### config.mk
export PLATFORM = sky130hd
export DESIGN_NAME = uart_tx_scheduler
export DESIGN_NICKNAME = d
export VERILOG_FILES = /design/src/rtl/uart_tx_scheduler.sv
export SDC_FILE = /design/constraint.sdc
export NUM_CORES = 1
export LEC_CHECK = 0
export CAP_MARGIN = 20
export CELL_PAD_IN_SITES_DETAIL_PLACEMENT = 1
export CELL_PAD_IN_SITES_GLOBAL_PLACEMENT = 1
export CORE_UTILIZATION = 30
export CTS_CLUSTER_DIAMETER = 100
export DETAILED_ROUTE_END_ITERATION = 8
export PLACE_DENSITY = 0.7
export SLEW_MARGIN = 20
export SYNTH_ARGS = -nofsm -noshare
export SYNTH_HDL_FRONTEND = slang
export SYNTH_SLANG_ARGS = --single-unit
### constraint.sdc
create_clock -name clk -period 2.1 [get_ports clk]
set_clock_uncertainty 0.05 [all_clocks]
set_input_delay 0.315 -clock clk [delete_from_list [all_inputs] [get_ports clk]]
set_output_delay 0.315 -clock clk [all_outputs]
set_load 0.05 [all_outputs]
### src/rtl/uart_tx_scheduler.sv
// Round-robin scheduler sharing one byte-oriented UART serializer among NCH
// requesting channels. A granted channel's byte is latched and acked at once.
// An optional channel-ID header byte (8'hA0 | id) is sent first, then the
// payload. Each frame is handed over with a one-cycle tx_start, and the
// scheduler waits for tx_done before moving on.
module uart_tx_scheduler #(
  parameter int NCH       = 4,
  parameter bit ID_HEADER = 1'b1
) (
  input  logic                    clk,
  input  logic                    rst,
  input  logic [NCH-1:0]          req,
  input  logic [NCH*8-1:0]        data,
  output logic [NCH-1:0]          ack,
  output logic                    tx_start,
  output logic [7:0]              tx_data,
  input  logic                    tx_done,
  output logic [$clog2(NCH)-1:0]  grant_id,
  output logic                    busy
);
  localparam int GW = $clog2(NCH);

  typedef enum logic [2:0] {
    IDLE, HDR_START, HDR_WAIT, DAT_START, DAT_WAIT
  } state_t;

  state_t                 state;
  logic [GW-1:0]          ptr;
  logic [GW-1:0]          winner;
  logic [7:0]             data_q;
  logic [NCH-1:0][7:0]    lanes;
  logic [NCH-1:0]         hi_req;

  assign lanes = data;

  // Round-robin pick: the lowest requester above ptr wins. If there is none,
  // the search wraps and the lowest requester overall wins.
  always_comb begin
    hi_req = '0;
    winner = ptr;
    for (int i = 0; i < NCH; i++) begin
      hi_req[i] = req[i] && (i > int'(ptr));
    end
    for (int i = NCH - 1; i >= 0; i--) begin
      if (req[i]) winner = GW'(i);
    end
    if (|hi_req) begin
      for (int i = NCH - 1; i >= 0; i--) begin
        if (hi_req[i]) winner = GW'(i);
      end
    end
  end

  // Message FSM. Every output is a register, so nothing combinational runs
  // from req/data/tx_done to the outputs. tx_done is only heeded in the WAIT
  // states, so a stray pulse in IDLE or in a START cycle is dropped.
  always_ff @(posedge clk or posedge rst) begin
    if (rst) begin
      state    <= IDLE;
      ptr      <= GW'(NCH - 1);
      grant_id <= '0;
      data_q   <= 8'h00;
      ack      <= '0;
      tx_start <= 1'b0;
      tx_data  <= 8'h00;
      busy     <= 1'b0;
    end else begin
      ack      <= '0;
      tx_start <= 1'b0;
      unique case (state)
        IDLE: begin
          if (|req) begin
            ptr         <= winner;
            grant_id    <= winner;
            data_q      <= lanes[winner];
            ack[winner] <= 1'b1;
            tx_start    <= 1'b1;
            busy        <= 1'b1;
            if (ID_HEADER) begin
              state   <= HDR_START;
              tx_data <= 8'hA0 | 8'(winner);
            end else begin
              state   <= DAT_START;
              tx_data <= lanes[winner];
            end
          end
        end
        HDR_START: state <= HDR_WAIT;
        HDR_WAIT: begin
          if (tx_done) begin
            state    <= DAT_START;
            tx_start <= 1'b1;
            tx_data  <= data_q;
          end
        end
        DAT_START: state <= DAT_WAIT;
        DAT_WAIT: begin
          if (tx_done) begin
            state <= IDLE;
            busy  <= 1'b0;
          end
        end
        default: state <= IDLE;
      endcase
    end
  end
endmodule

Yosys cells after proc, flatten, opt, wreduce, memory -nomap -nowiden:

Cells that the tools add are included.

* word-level logic and storage cells: 60
* register bits: 29
* output and inout bits: 16
* input port bits: 39

* reductions and logical operators: 13
* equality and inequality tests: 7
* order comparisons: 5
* muxes and demuxes: 27

Operators with widths (number)
* 8-bit 2-to-1 mux: 3
* 8-bit binary-select mux with 2-bit select: 1
* 2-bit 2-to-1 mux: 8
* 8-bit case mux with 2 select lines: 1
* 3-bit case mux with 5 select lines: 1
* 3-bit 2-to-1 mux: 3
* 3-bit AND reduction: 3
* 4-bit 2-to-1 mux: 2
* 3-bit by 2-bit equality test with 1-bit output (second input constant): 2
* 2-bit inequality test (second input constant): 3
* 1-bit 2-to-1 mux: 5
* 2-bit > comparator (first input constant): 2
* 1-bit logical AND: 4
* 1-bit case mux with 2 select lines: 2
* 2-bit nonzero test: 2
* 4-bit OR reduction: 1
* 3-bit by 1-bit equality test with 1-bit output (second input constant): 1
* 3-bit equality test (second input constant): 1
* 3-bit zero test: 1
* 2-bit by 3-bit < comparator with 1-bit output (second input constant): 1
* 3-bit OR reduction: 1
* 1-bit demux with 2-bit select: 1
* 2-bit by 1-bit >= comparator with 1-bit output (second input constant): 1
* 1-bit by 2-bit > comparator with 1-bit output (first input constant): 1
* 2-bit AND reduction: 1

Logic depth before layout (Yosys ltp):

* depth in word-level cells: 14
* depth in mapped cells: 7
* mapped depth without buffers: 5

Worst setup path before layout:

No wires, ideal clock.

* kind: reg-to-reg
* from: register ptr[0]
* to: register data_q[0]
* path slack: 0.252 ns
* data required time: 1.921 ns
* buffers on the path: 2
* period minus slack after synthesis: 1.848 ns
* stages on the path, launching flop included: 8
* arrival time: 1.669 ns
* setup time: 0.129 ns
* path through: dfstp_2 nor2b_1 o21a_1 buf_2 or3_4 buf_6 a211oi_1 a211oi_1

* word-level cells in the longest chain between the ends: 10
* elaborated cells between the ends (all ways): 17
* those cells by class: 3 x order compare; 10 x mux; 4 x reduce/logical

RTL lines
* from (decl): RTL line 28 `logic [GW-1:0] ptr;`
* from (signal assigned): RTL line 60 `ptr <= GW'(NCH - 1);`
* from (signal assigned): RTL line 73 `ptr <= winner;`
* 2-bit 2-to-1 mux (4 in a row): RTL line 45 `if (req[i]) winner = GW'(i);`
* 2-bit 2-to-1 mux (3 in a row): RTL line 49 `if (hi_req[i]) winner = GW'(i);`
* 2-bit 2-to-1 mux (*): RTL line 47 `if (|hi_req) begin`
* 8-bit binary-select mux with 2-bit select (*)
* 8-bit 2-to-1 mux (implied by the code) (*): RTL line 75 `data_q <= lanes[winner];`
* to (signal assigned): RTL line 75
* to (decl): RTL line 30 `logic [7:0] data_q;`

Mark *: on every way between the ends. The rest lies on a longest branch, timed or not. The select of a mux whose other input is x is not followed.
A chain may end at the register's enable or synchronous reset.

Final worst setup path:

* from: register ptr[1]
* to: register data_q[5]

The elaborated chain is that of the path after synthesis.

==> results.tsv <==
metric	value	unit
drv_slew	0	
crit_path_max_incr_delay	0.62	ns
startpoint_type	register	
synthCells	153	
hpwl	3300	um
antenna_found_initial	0	
cts_hold_buf	0	
cts.sinks	29	
syn_to_final_growth	53.5	%
overflow	0	
route.vias.total	1364	
antenna_cells	0	
wl_met2	1980	um
ir_worst_vdd	419	uV
period_needed	1.91	ns
gr-usage-all-layers	17.0	%
grt_max_degree	30	
dpl.cell_count	281	
rsz0062_at_grt	false	
synth.distinct_cells	31	
outcome	completed	
holdWs	0.354	ns
synth_area	0.00151	sq mm
wl_met1	1800	um
firstDrtPassIters	4	
crit_required	2.20	ns
max_freq	523	MHz
placementRows	25	
cts_buffers	5	
cpLargestDelayFamily	simple AND/OR/NAND/NOR gates	
seq_area_frac_synth	48.1	%
drc	0	
wl_met3	230	um
fin_cells	289	
crit_type	register to register	
die_x	73.0	um
die_h	73.0	um
syn_nets	192	
htreeDepth	2	
cp.buffers_inverters	0	
highest_layer	met4	
synth-seq-cells	29	
hold_viol_final	0	
slowest_stage	dfstp_2	
cap_violations	0	
final_area	0.00232	sq mm
start_util	31.6	%
synth_warnings	0	
relSlewSlack	66.2	%
power_density	1520	mW/mm^2
fin_crit_sh	91.0	%
io_buffers	54	
total_leakage_power	0.967	nW
dieArea	0.00533	sq mm
fill_cells	545	
critPathMostFrequentCell	a211oi_1	
antenna_left	0	
clk-insertion-delay-late	0.28	ns
clock_path_buffers	2	
cp_max_fo	11	
gp_congestion	0.816	
timing_worst_slew_pin_value	0.505	ns
path_cells	nand2b_1 > a21oi_4 > or3_4 > a211oi_1 > a211oi_1	
pin_count	55	
fin_util	48.5	%
grt_pass1_vias	1498	
grt_pass1_wl	6920	um
clk_pin_slew_worst_paths	0.06	ns
cts_tree	built	
avgSynthCellArea	9.90	sq um
hold_class	primary input to asynchronous set/reset pin	
drive_above_1_share	13.5	%
nets	260	
critical_path_arrival	2.01	ns
vias_per_cell	4.72	
wl_per_cell	14.1	um
drt_wl_total	4070	um
cts_root_buf	clkbuf_8	
core-area	0.00479	sq mm
placed_area	0.00222	sq mm
setup-violations-final	0	
cp-end-kind	register	
drtIter0Drc	61	
## flip-flops by register name, summed over array words and instances, names as in the netlist
signal / flops
data_q: 8
tx_data: 8
ack: 4
state: 3
grant_id: 2
ptr: 2
busy: 1
tx_start: 1
## worst paths after layout
kind	from	endpoint	slack, ns	cells after the start
hold reg to reg	tx_data[6]	tx_data[6]	0.43	2
min in group clk	tx_data[6]	tx_data[6]	0.43	2
setup reg to reg	ptr[1]	data_q[5]	0.19	5
hold / removal	rst	busy	0.35	3
setup / recovery	ptr[1]	data_q[5]	0.19	5
max in group asynchronous	rst	ptr[1]	1.33	3
## worst register-to-register path: cells and delay by family, from the launching register on
kind / cells / cell delay (ns)
flip-flops: 1 / 0.62
AND/OR/NAND/NOR: 2 / 0.65
AO/OA/AOI/OAI: 3 / 0.47
## cell families (layout without fill, tap and decap cells)
logic type	after synthesis	after routing	share of synthesized area, %
simple gates	68	68	24.1
compound gates	33	33	16.0
flops	29	29	48.1
buf+inv	12	81	4.63
mux	10	10	6.61
xor+xnor	1	1	0.579
## layout by cell type, fill, tap and decap left out, types with 2 or more instances in the layout
master / instances
inv_1: 3
nand3b_1: 2
buf_4: 14
dfrtp_1: 27
nor4b_1: 8
clkbuf_8: 6
nand3_1: 4
clkdlybuf4s50_1: 54
buf_12: 2
a21oi_1: 3
clkbuf_1: 2
dfstp_2: 2
nor2_1: 22
nand2b_1: 2
a211oi_1: 16
mux2i_1: 10
o21ai_0: 10
nor2b_1: 3
nand2_1: 19
## power breakdown
part | internal (W) | switching (W)
logic | 0.000849 | 0.00120
registers | 0.000833 | 0.000194
clock network | 0.000267 | 0.000204
total | 0.00195 | 0.00159
## layer usage
metal / global-route usage (%) / up-vias
li1: - / 683
met1: 20.9 / 628
met4: 6.10 / 0
met5: 0 / -
met3: 4.14 / 4
met2: 28.9 / 49
## cell type report
cell class	instances	area (sq um)	share of cell area, %
repair buffers	70	686	29.5
inverters	3	11.3	0.485
well taps	67	83.8	3.61
multi-input cells	112	724	31.2
clock buffers	8	90.1	3.88
flip-flops and latches	29	728	31.3
## what timing repair did
| item | in CTS | in global routing |
|---|---|---|
| resized for setup | 0 | 1 |
| setup buffers | 0 | 0 |
| endpoints found under the setup margin | 0 | 8 |
## Yosys cell counts
master / n / area share (%)
nor2b_1: 3 / 1.2
nand2b_1: 2 / 0.83
nor2_1: 22 / 5.5
o21ai_0: 10 / 3.3
a21oi_1: 3 / 0.99
clkbuf_1: 1 / 0.25
dfrtp_1: 27 / 45
a211oi_1: 16 / 7.9
inv_1: 3 / 0.74
nand2_1: 19 / 4.7
mux2i_1: 10 / 6.6
nor3_4: 1 / 1.1
and2_1: 1 / 0.41
a21oi_4: 1 / 1.1
nor3_1: 1 / 0.33
o31ai_1: 1 / 0.50
buf_4: 1 / 0.50
o311ai_4: 1 / 1.7
or3_4: 1 / 0.74
or4_1: 1 / 0.50
dfstp_2: 2 / 3.5
nor4_2: 1 / 0.83
buf_6: 2 / 1.5
buf_2: 5 / 1.7
nand3_1: 4 / 1.3
nand3b_1: 2 / 0.99
nor4b_1: 8 / 4.6
nor4_1: 1 / 0.41
xnor2_1: 1 / 0.58
nor2b_2: 1 / 0.58
o21a_1: 1 / 0.50
## through the flow
stage	total power (W)	TNS (ns)	setup WS [ns]
6_report	0.00354	0	0.189
5_1_grt	0.00380	0	0.0565
4_1_cts	0.00357	0	0.135
3_5_place_dp	0.00308	-1.31	-0.175
3_3_place_gp	0.00301	-0.358	-0.0673
2_1_floorplan	0.00236	0	0.252
Power figures use the tool's default switching activity.
